**config.mk**
```make
export PLATFORM = sky130hd
export DESIGN_NAME = refill_port_arbiter
export DESIGN_NICKNAME = d
export VERILOG_FILES = /design/src/rtl/arb_pkg.sv /design/src/rtl/arb_prio_enc8.sv /design/src/rtl/refill_port_arbiter.sv
export SDC_FILE = /design/constraint.sdc
export NUM_CORES = 1
export LEC_CHECK = 0
export ABC_AREA = 1
export CAP_MARGIN = 20
export CORE_UTILIZATION = 45
export CTS_BUF_LIST = sky130_fd_sc_hd__clkbuf_4 sky130_fd_sc_hd__clkbuf_8
export DETAILED_ROUTE_END_ITERATION = 7
export DONT_BUFFER_PORTS = 1
export MAX_ROUTING_LAYER = met4
export PLACE_DENSITY = 0.67
export REMOVE_ABC_BUFFERS = 1
export SLEW_MARGIN = 15
export SYNTH_ARGS = -nofsm -noshare
export SYNTH_HDL_FRONTEND = slang
export SYNTH_SLANG_ARGS = --single-unit
```
**constraint.sdc**
```tcl
create_clock -name clk -period 1.3 [get_ports clk]
set_clock_uncertainty 0.15 [all_clocks]
set_input_delay 0.26 -clock clk [delete_from_list [all_inputs] [get_ports clk]]
set_output_delay 0.26 -clock clk [all_outputs]
set_load 0.05 [all_outputs]
```
**src/rtl/arb_pkg.sv**
```systemverilog
// ---------------------------------------------------------------------------
// arb_pkg
// Shared definitions for the refill port arbiter: requester count, index
// width, FSM state encoding and a one-hot helper.
// ---------------------------------------------------------------------------
package arb_pkg;

    localparam int NUM_REQ = 8;
    localparam int ID_W    = 3;

    typedef enum logic {
        ST_IDLE = 1'b0,
        ST_BUSY = 1'b1
    } state_t;

    // One-hot vector with bit <id> set.
    function automatic logic [NUM_REQ-1:0] onehot_of(input logic [ID_W-1:0] id);
        return NUM_REQ'(1) << id;
    endfunction

endpackage

```
**src/rtl/arb_prio_enc8.sv**
```systemverilog
// ---------------------------------------------------------------------------
// arb_prio_enc8
// Combinational 8-to-3 priority encoder, highest set index wins.
//
// Ports:
//   req  in   8  request vector (bit 7 highest priority)
//   idx  out  3  index of the highest set bit; 0 when none set
//   any  out  1  at least one bit of req is set
// ---------------------------------------------------------------------------
module arb_prio_enc8
    import arb_pkg::*;
(
    input  logic [NUM_REQ-1:0] req,
    output logic [ID_W-1:0]    idx,
    output logic               any
);

    // NOTE: every output of a combinational block gets a default before any
    // conditional assignment, otherwise synthesis infers a latch.
    always_comb begin
        idx = '0;
        any = |req;
        // Ascending scan: the last (highest) set bit overwrites lower ones.
        for (int i = 0; i < NUM_REQ; i++) begin
            if (req[i]) begin
                idx = ID_W'(i);
            end
        end
    end

endmodule

```
**src/rtl/refill_port_arbiter.sv**
```systemverilog
// ---------------------------------------------------------------------------
// refill_port_arbiter
// Grants ownership of a shared refill port to one of eight requesters.
// A grant is held until the owner pulses done, drops its request, or the
// hold counter reaches HOLD_MAX cycles (forced release, timeout pulse).
// Every release is followed by at least one idle cycle.
//
// Build option:
//   ARB_ROUND_ROBIN_EN  defined   -> rotating priority; the last winner
//                                    becomes lowest priority next time
//                       undefined -> fixed priority, req[7] highest
//
// Parameters:
//   HOLD_MAX  maximum cycles a grant is held (1..255)
//   CNT_W     hold counter width, 2**CNT_W > HOLD_MAX
//
// Ports:
//   clk        in   1  clock, rising edge
//   rst_n      in   1  asynchronous active-low reset
//   req        in   8  level requests, held until granted
//   done       in   1  owner transfer complete, single-cycle pulse
//   gnt        out  8  registered one-hot grant, zero when no owner
//   gnt_id     out  3  binary index of the owner, 0 when none
//   gnt_valid  out  1  a grant is active
//   timeout    out  1  one-cycle pulse on a hold-counter release
// ---------------------------------------------------------------------------
module refill_port_arbiter
    import arb_pkg::*;
#(
    parameter int HOLD_MAX = 15,
    parameter int CNT_W    = 8
) (
    input  logic               clk,
    input  logic               rst_n,
    input  logic [NUM_REQ-1:0] req,
    input  logic               done,
    output logic [NUM_REQ-1:0] gnt,
    output logic [ID_W-1:0]    gnt_id,
    output logic               gnt_valid,
    output logic               timeout
);

    localparam logic [CNT_W-1:0] HOLD_LAST = CNT_W'(HOLD_MAX - 1);

    state_t             state_q, state_d;
    logic [CNT_W-1:0]   cnt_q, cnt_d;
    logic [NUM_REQ-1:0] gnt_d;
    logic [ID_W-1:0]    gnt_id_d;
    logic               gnt_valid_d;
    logic               timeout_d;

    logic [NUM_REQ-1:0] req_rot;
    logic [ID_W-1:0]    enc_idx;
    logic               enc_any;
    logic [ID_W-1:0]    winner;

    // -----------------------------------------------------------------------
    // Arbitration: the encoder always sees "highest index wins"; round robin
    // rotates the request vector so the last winner sits at position 0.
    // -----------------------------------------------------------------------
`ifdef ARB_ROUND_ROBIN_EN
    logic [ID_W-1:0] ptr_q, ptr_d;

    // Position j holds req[(j + ptr) mod 8]; position 7 is ptr-1, the new
    // highest priority, and position 0 is ptr itself, the lowest.
    always_comb begin
        for (int j = 0; j < NUM_REQ; j++) begin
            req_rot[j] = req[ID_W'(j) + ptr_q];
        end
    end

    assign winner = enc_idx + ptr_q;
`else
    assign req_rot = req;
    assign winner  = enc_idx;
`endif

    arb_prio_enc8 u_enc (
        .req (req_rot),
        .idx (enc_idx),
        .any (enc_any)
    );

    // -----------------------------------------------------------------------
    // Next-state and output decision
    // -----------------------------------------------------------------------
    logic owner_req;
    logic at_limit;

    assign owner_req = |(req & gnt);
    assign at_limit  = (cnt_q == HOLD_LAST);

    always_comb begin
        state_d     = state_q;
        cnt_d       = cnt_q;
        gnt_d       = gnt;
        gnt_id_d    = gnt_id;
        gnt_valid_d = gnt_valid;
        timeout_d   = 1'b0;
`ifdef ARB_ROUND_ROBIN_EN
        ptr_d       = ptr_q;
`endif
        case (state_q)
            ST_IDLE: begin
                if (enc_any) begin
                    state_d     = ST_BUSY;
                    cnt_d       = '0;
                    gnt_d       = onehot_of(winner);
                    gnt_id_d    = winner;
                    gnt_valid_d = 1'b1;
`ifdef ARB_ROUND_ROBIN_EN
                    ptr_d       = winner;
`endif
                end
            end
            ST_BUSY: begin
                if (done || !owner_req || at_limit) begin
                    state_d     = ST_IDLE;
                    cnt_d       = '0;
                    gnt_d       = '0;
                    gnt_id_d    = '0;
                    gnt_valid_d = 1'b0;
                    // Only a pure hold-limit release is a timeout; done and
                    // abandon take precedence.
                    timeout_d   = at_limit && !done && owner_req;
                end else begin
                    cnt_d = cnt_q + 1'b1;
                end
            end
            default: state_d = ST_IDLE;
        endcase
    end

    // -----------------------------------------------------------------------
    // State and output registers
    // -----------------------------------------------------------------------
    // NOTE: sequential state uses non-blocking assignments so every register
    // samples the pre-edge values regardless of statement order.
    always_ff @(posedge clk or negedge rst_n) begin
        if (!rst_n) begin
            state_q   <= ST_IDLE;
            cnt_q     <= '0;
            gnt       <= '0;
            gnt_id    <= '0;
            gnt_valid <= 1'b0;
            timeout   <= 1'b0;
        end else begin
            state_q   <= state_d;
            cnt_q     <= cnt_d;
            gnt       <= gnt_d;
            gnt_id    <= gnt_id_d;
            gnt_valid <= gnt_valid_d;
            timeout   <= timeout_d;
        end
    end

`ifdef ARB_ROUND_ROBIN_EN
    always_ff @(posedge clk or negedge rst_n) begin
        if (!rst_n) begin
            ptr_q <= '0;
        end else begin
            ptr_q <= ptr_d;
        end
    end
`endif

endmodule

```
==> reports/results.txt <==
fill count -> 224
total track usage -> 0.2230
Req. time, crit path -> 1340 ps
Post-Route Setup TNS -> -1658 ps
hold endpoint -> gnt[2]
Seq pwr share -> 0.510
ant diodes -> 0
crit path cell chain -> buf_4, nand2_1, nor2_1, buf_4, xor2_2, o22ai_2
Max Root-Sink Buffers -> 2
power per cell area -> 1230 mW/mm2
clock network fraction of total power -> 0.175
most frequent cells in the layout -> nand2_1 (42), nand2_2 (21), buf_4 (17)
Vias per Instance -> 5.222
routed via count -> 1154
gpl congestion -> 0.8814
switching share of power -> 0.4368
Initial Util -> 0.4751
CTS root buf -> clkbuf_4
Die ar. -> 0.003105 mm2
crit-path max cell delay -> 480 ps
commonest non-fill, non-tap cell in the layout -> nand2_1
# setup viols final -> 22
LEAKAGE -> 0.0008954 uW
Yosys top cell by area -> dfrtp_1
CTS tree -> done
Placed Cells -> 209
Worst-Skew Late Latency -> 310 ps
Least-Margin Pin Slew -> 400.8 ps
Post-Syn Area per Cell -> 8.220 um2
CP startpoint kind -> flip-flop
Chip Width -> 55.72 um
Yosys reg bits -> 22
Final Max Tran Viols -> 0
Die Ht -> 55.72 um
hpwl dp -> 2126 um
Hold Crit Start -> req[7]
total CTS buffers -> 3
final hold violation count -> 0
max_cap viols -> 0
I/O Pins -> 24
GRT Residual Overflow -> 0
Period minus WS final -> 1432 ps
Clock Sinks -> 22
Worst R2R End -> cnt_q[3]
top-area cell type share of the netlist area -> 0.4239
YS warnings -> 0
Cell variety after synth -> 25
DRT Pass-1 Iters -> 4
H-Tree Depth -> 1
net switching power figure -> 942.7 uW
first-pass GRT wire length -> 5326 um
vias in the first global route -> 1177
final core occ -> 0.6416
ranking of synthesized cells by area -> dfrtp_1 (42%), nand2_1 (13%), nand2_2 (9.2%), nand2_4 (5.2%), nand3_1 (3.9%)
VDD IR max -> 1109 uV
sequential fraction of the synthesis area -> 0.4239
FP Rows -> 19
CP Class -> flip-flop to flip-flop
Reg area -> 558.0 um2
R2R cell count -> 6
final WL -> 3174 um
outcome -> finished, violations left
setup ws final -> -131.7 ps
crit path DAT -> 1470 ps
largest net degree at the start of global routing -> 23
initial drt markers -> 39
crit path max fanout -> 5
Crit path top cell by count -> buf_4
total core area -> 0.002734 mm2
area of the multi-input gates -> 790.8 um2
mapped cell area -> 0.001299 mm2
Max Fclk -> 698.5 MHz
Tightest Hold Check Type -> primary input to flip-flop
Logic pwr share -> 0.315
failing checks -> setup timing
area grow syn2layout -> 35.07%
crit share post-route -> 1.101
Mapped Cells -> 158
Internal -> 1215 uW
pre-CTS WS -> -168.3 ps
RSZ-0062 raised after global routing -> true
Worst slew margin -> 0.7322
flop2flop setup slack -> -130 ps
nets@finish -> 204
CP Capture Type -> flip-flop
Worst-path clk slew -> 120 ps
proportion of layout cells with a drive suffix above 1 -> 0.4895
Reg-to-Reg Start -> cnt_q[1]
CP max stage cell -> dfrtp_2
final cell count without fillers -> 221
hold depth -> 3
per-cell routed wire length -> 14.36 um
initial antenna violation count -> 0
remaining antenna violation count -> 0
Port Buf Inserts -> 0
DRC errors left -> 0
==> through the flow <==
step / power [uW] / instance area (um2) / hold slack, ps
after global placement: 1632 / 1478 / -185.1
after CTS: 2120 / 1680 / -528.0
after detailed placement: 1651 / 1478 / -185.1
after floorplan: 1438 / 1274 / -185.6
final: 2158 / 1754 / 9.464
after global routing: 2274 / 1754 / 4.597
==> cell type report <==
| type | count | share of cell area |
|---|---|---|
| well taps | 31 | 0.02211 |
| repair buffers | 29 | 0.1534 |
| clock buffers | 4 | 0.02068 |
| inverters | 16 | 0.03495 |
| flip-flops and latches | 22 | 0.3181 |
| multi-input cells | 119 | 0.4508 |
==> worst max-delay path by stage <==
stage / start / to / slack (ps) / depth (start not counted)
after floorplan: gnt[6] / gnt_valid / -280 / 8
after global placement: cnt_q[0] / gnt_valid / -100 / 7
after detailed placement: cnt_q[0] / gnt_valid / -170 / 7
after CTS: cnt_q[1] / cnt_q[6] / -90 / 5
after global routing: gnt[5] / gnt[2] / -190 / 8
final: cnt_q[1] / cnt_q[3] / -130 / 6
==> cell families (layout without fill, tap and decap cells) <==
kind of cell               after synthesis  in the layout  synth area share
buffers and inverters                   18             49           0.06647
DFF                                     22             22            0.4239
adders and majority gates                2              2           0.01926
AOI/OAI and AO/OA                       11             11           0.04721
and+or+nand+nor                        103            104            0.4297
xor gates and xnor gates                 2              2           0.01349
==> flip-flops by register name (all words and copies together), names as in the netlist <==
register	cells
cnt_q	8
gnt	8
gnt_id	3
gnt_valid	1
state_q	1
timeout	1
==> per-layer routing <==
metal | share of wire | global-route usage | up-vias
met2 | 0.51 | 0.3632 | 34
met3 | 0.043 | 0.04884 | 6
met1 | 0.43 | 0.2840 | 549
li1 | - | - | 565
met4 | 0.016 | 0.05357 | 0
met5 | 0 | - | -
==> synthesized netlist by cell type, drive strengths merged <==
master / number
nand2: 70
inv: 15
o21bai: 1
ha: 2
nand3: 12
dfrtp: 22
o22ai: 3
o21ai: 7
xnor2: 1
nor2: 16
clkinv: 1
nand4: 4
buf: 2
nor3: 1
xor2: 1
==> worst max-delay path: cells and delay by family (launching register included) <==
kind | cells | cell delay [ps]
AO/OA/AOI/OAI | 1 | 110
XOR/XNOR | 1 | 190
buffers and inverters | 2 | 310
flip-flops | 1 | 480
AND/OR/NAND/NOR | 2 | 90
==> power groups by stage <==
| stage | sequential [uW] | clock, uW | combinational, uW |
|---|---|---|---|
| after floorplan | 1160 | 0 | 276 |
| after global placement | 1090 | 0 | 538 |
| after detailed placement | 1090 | 0 | 557 |
| after CTS | 1100 | 386 | 631 |
| after global routing | 1110 | 419 | 740 |
| final | 1100 | 377 | 680 |
==> repair_timing <==
item,CTS,global route
setup buffers,3,0
cloned,2,0
pin swaps,9,2
hold buffers,1,2
resized for setup,37,10
hold endpoints to repair,23,22
endpoints found under the setup margin,34,33
Power figures use the tool's default switching activity.
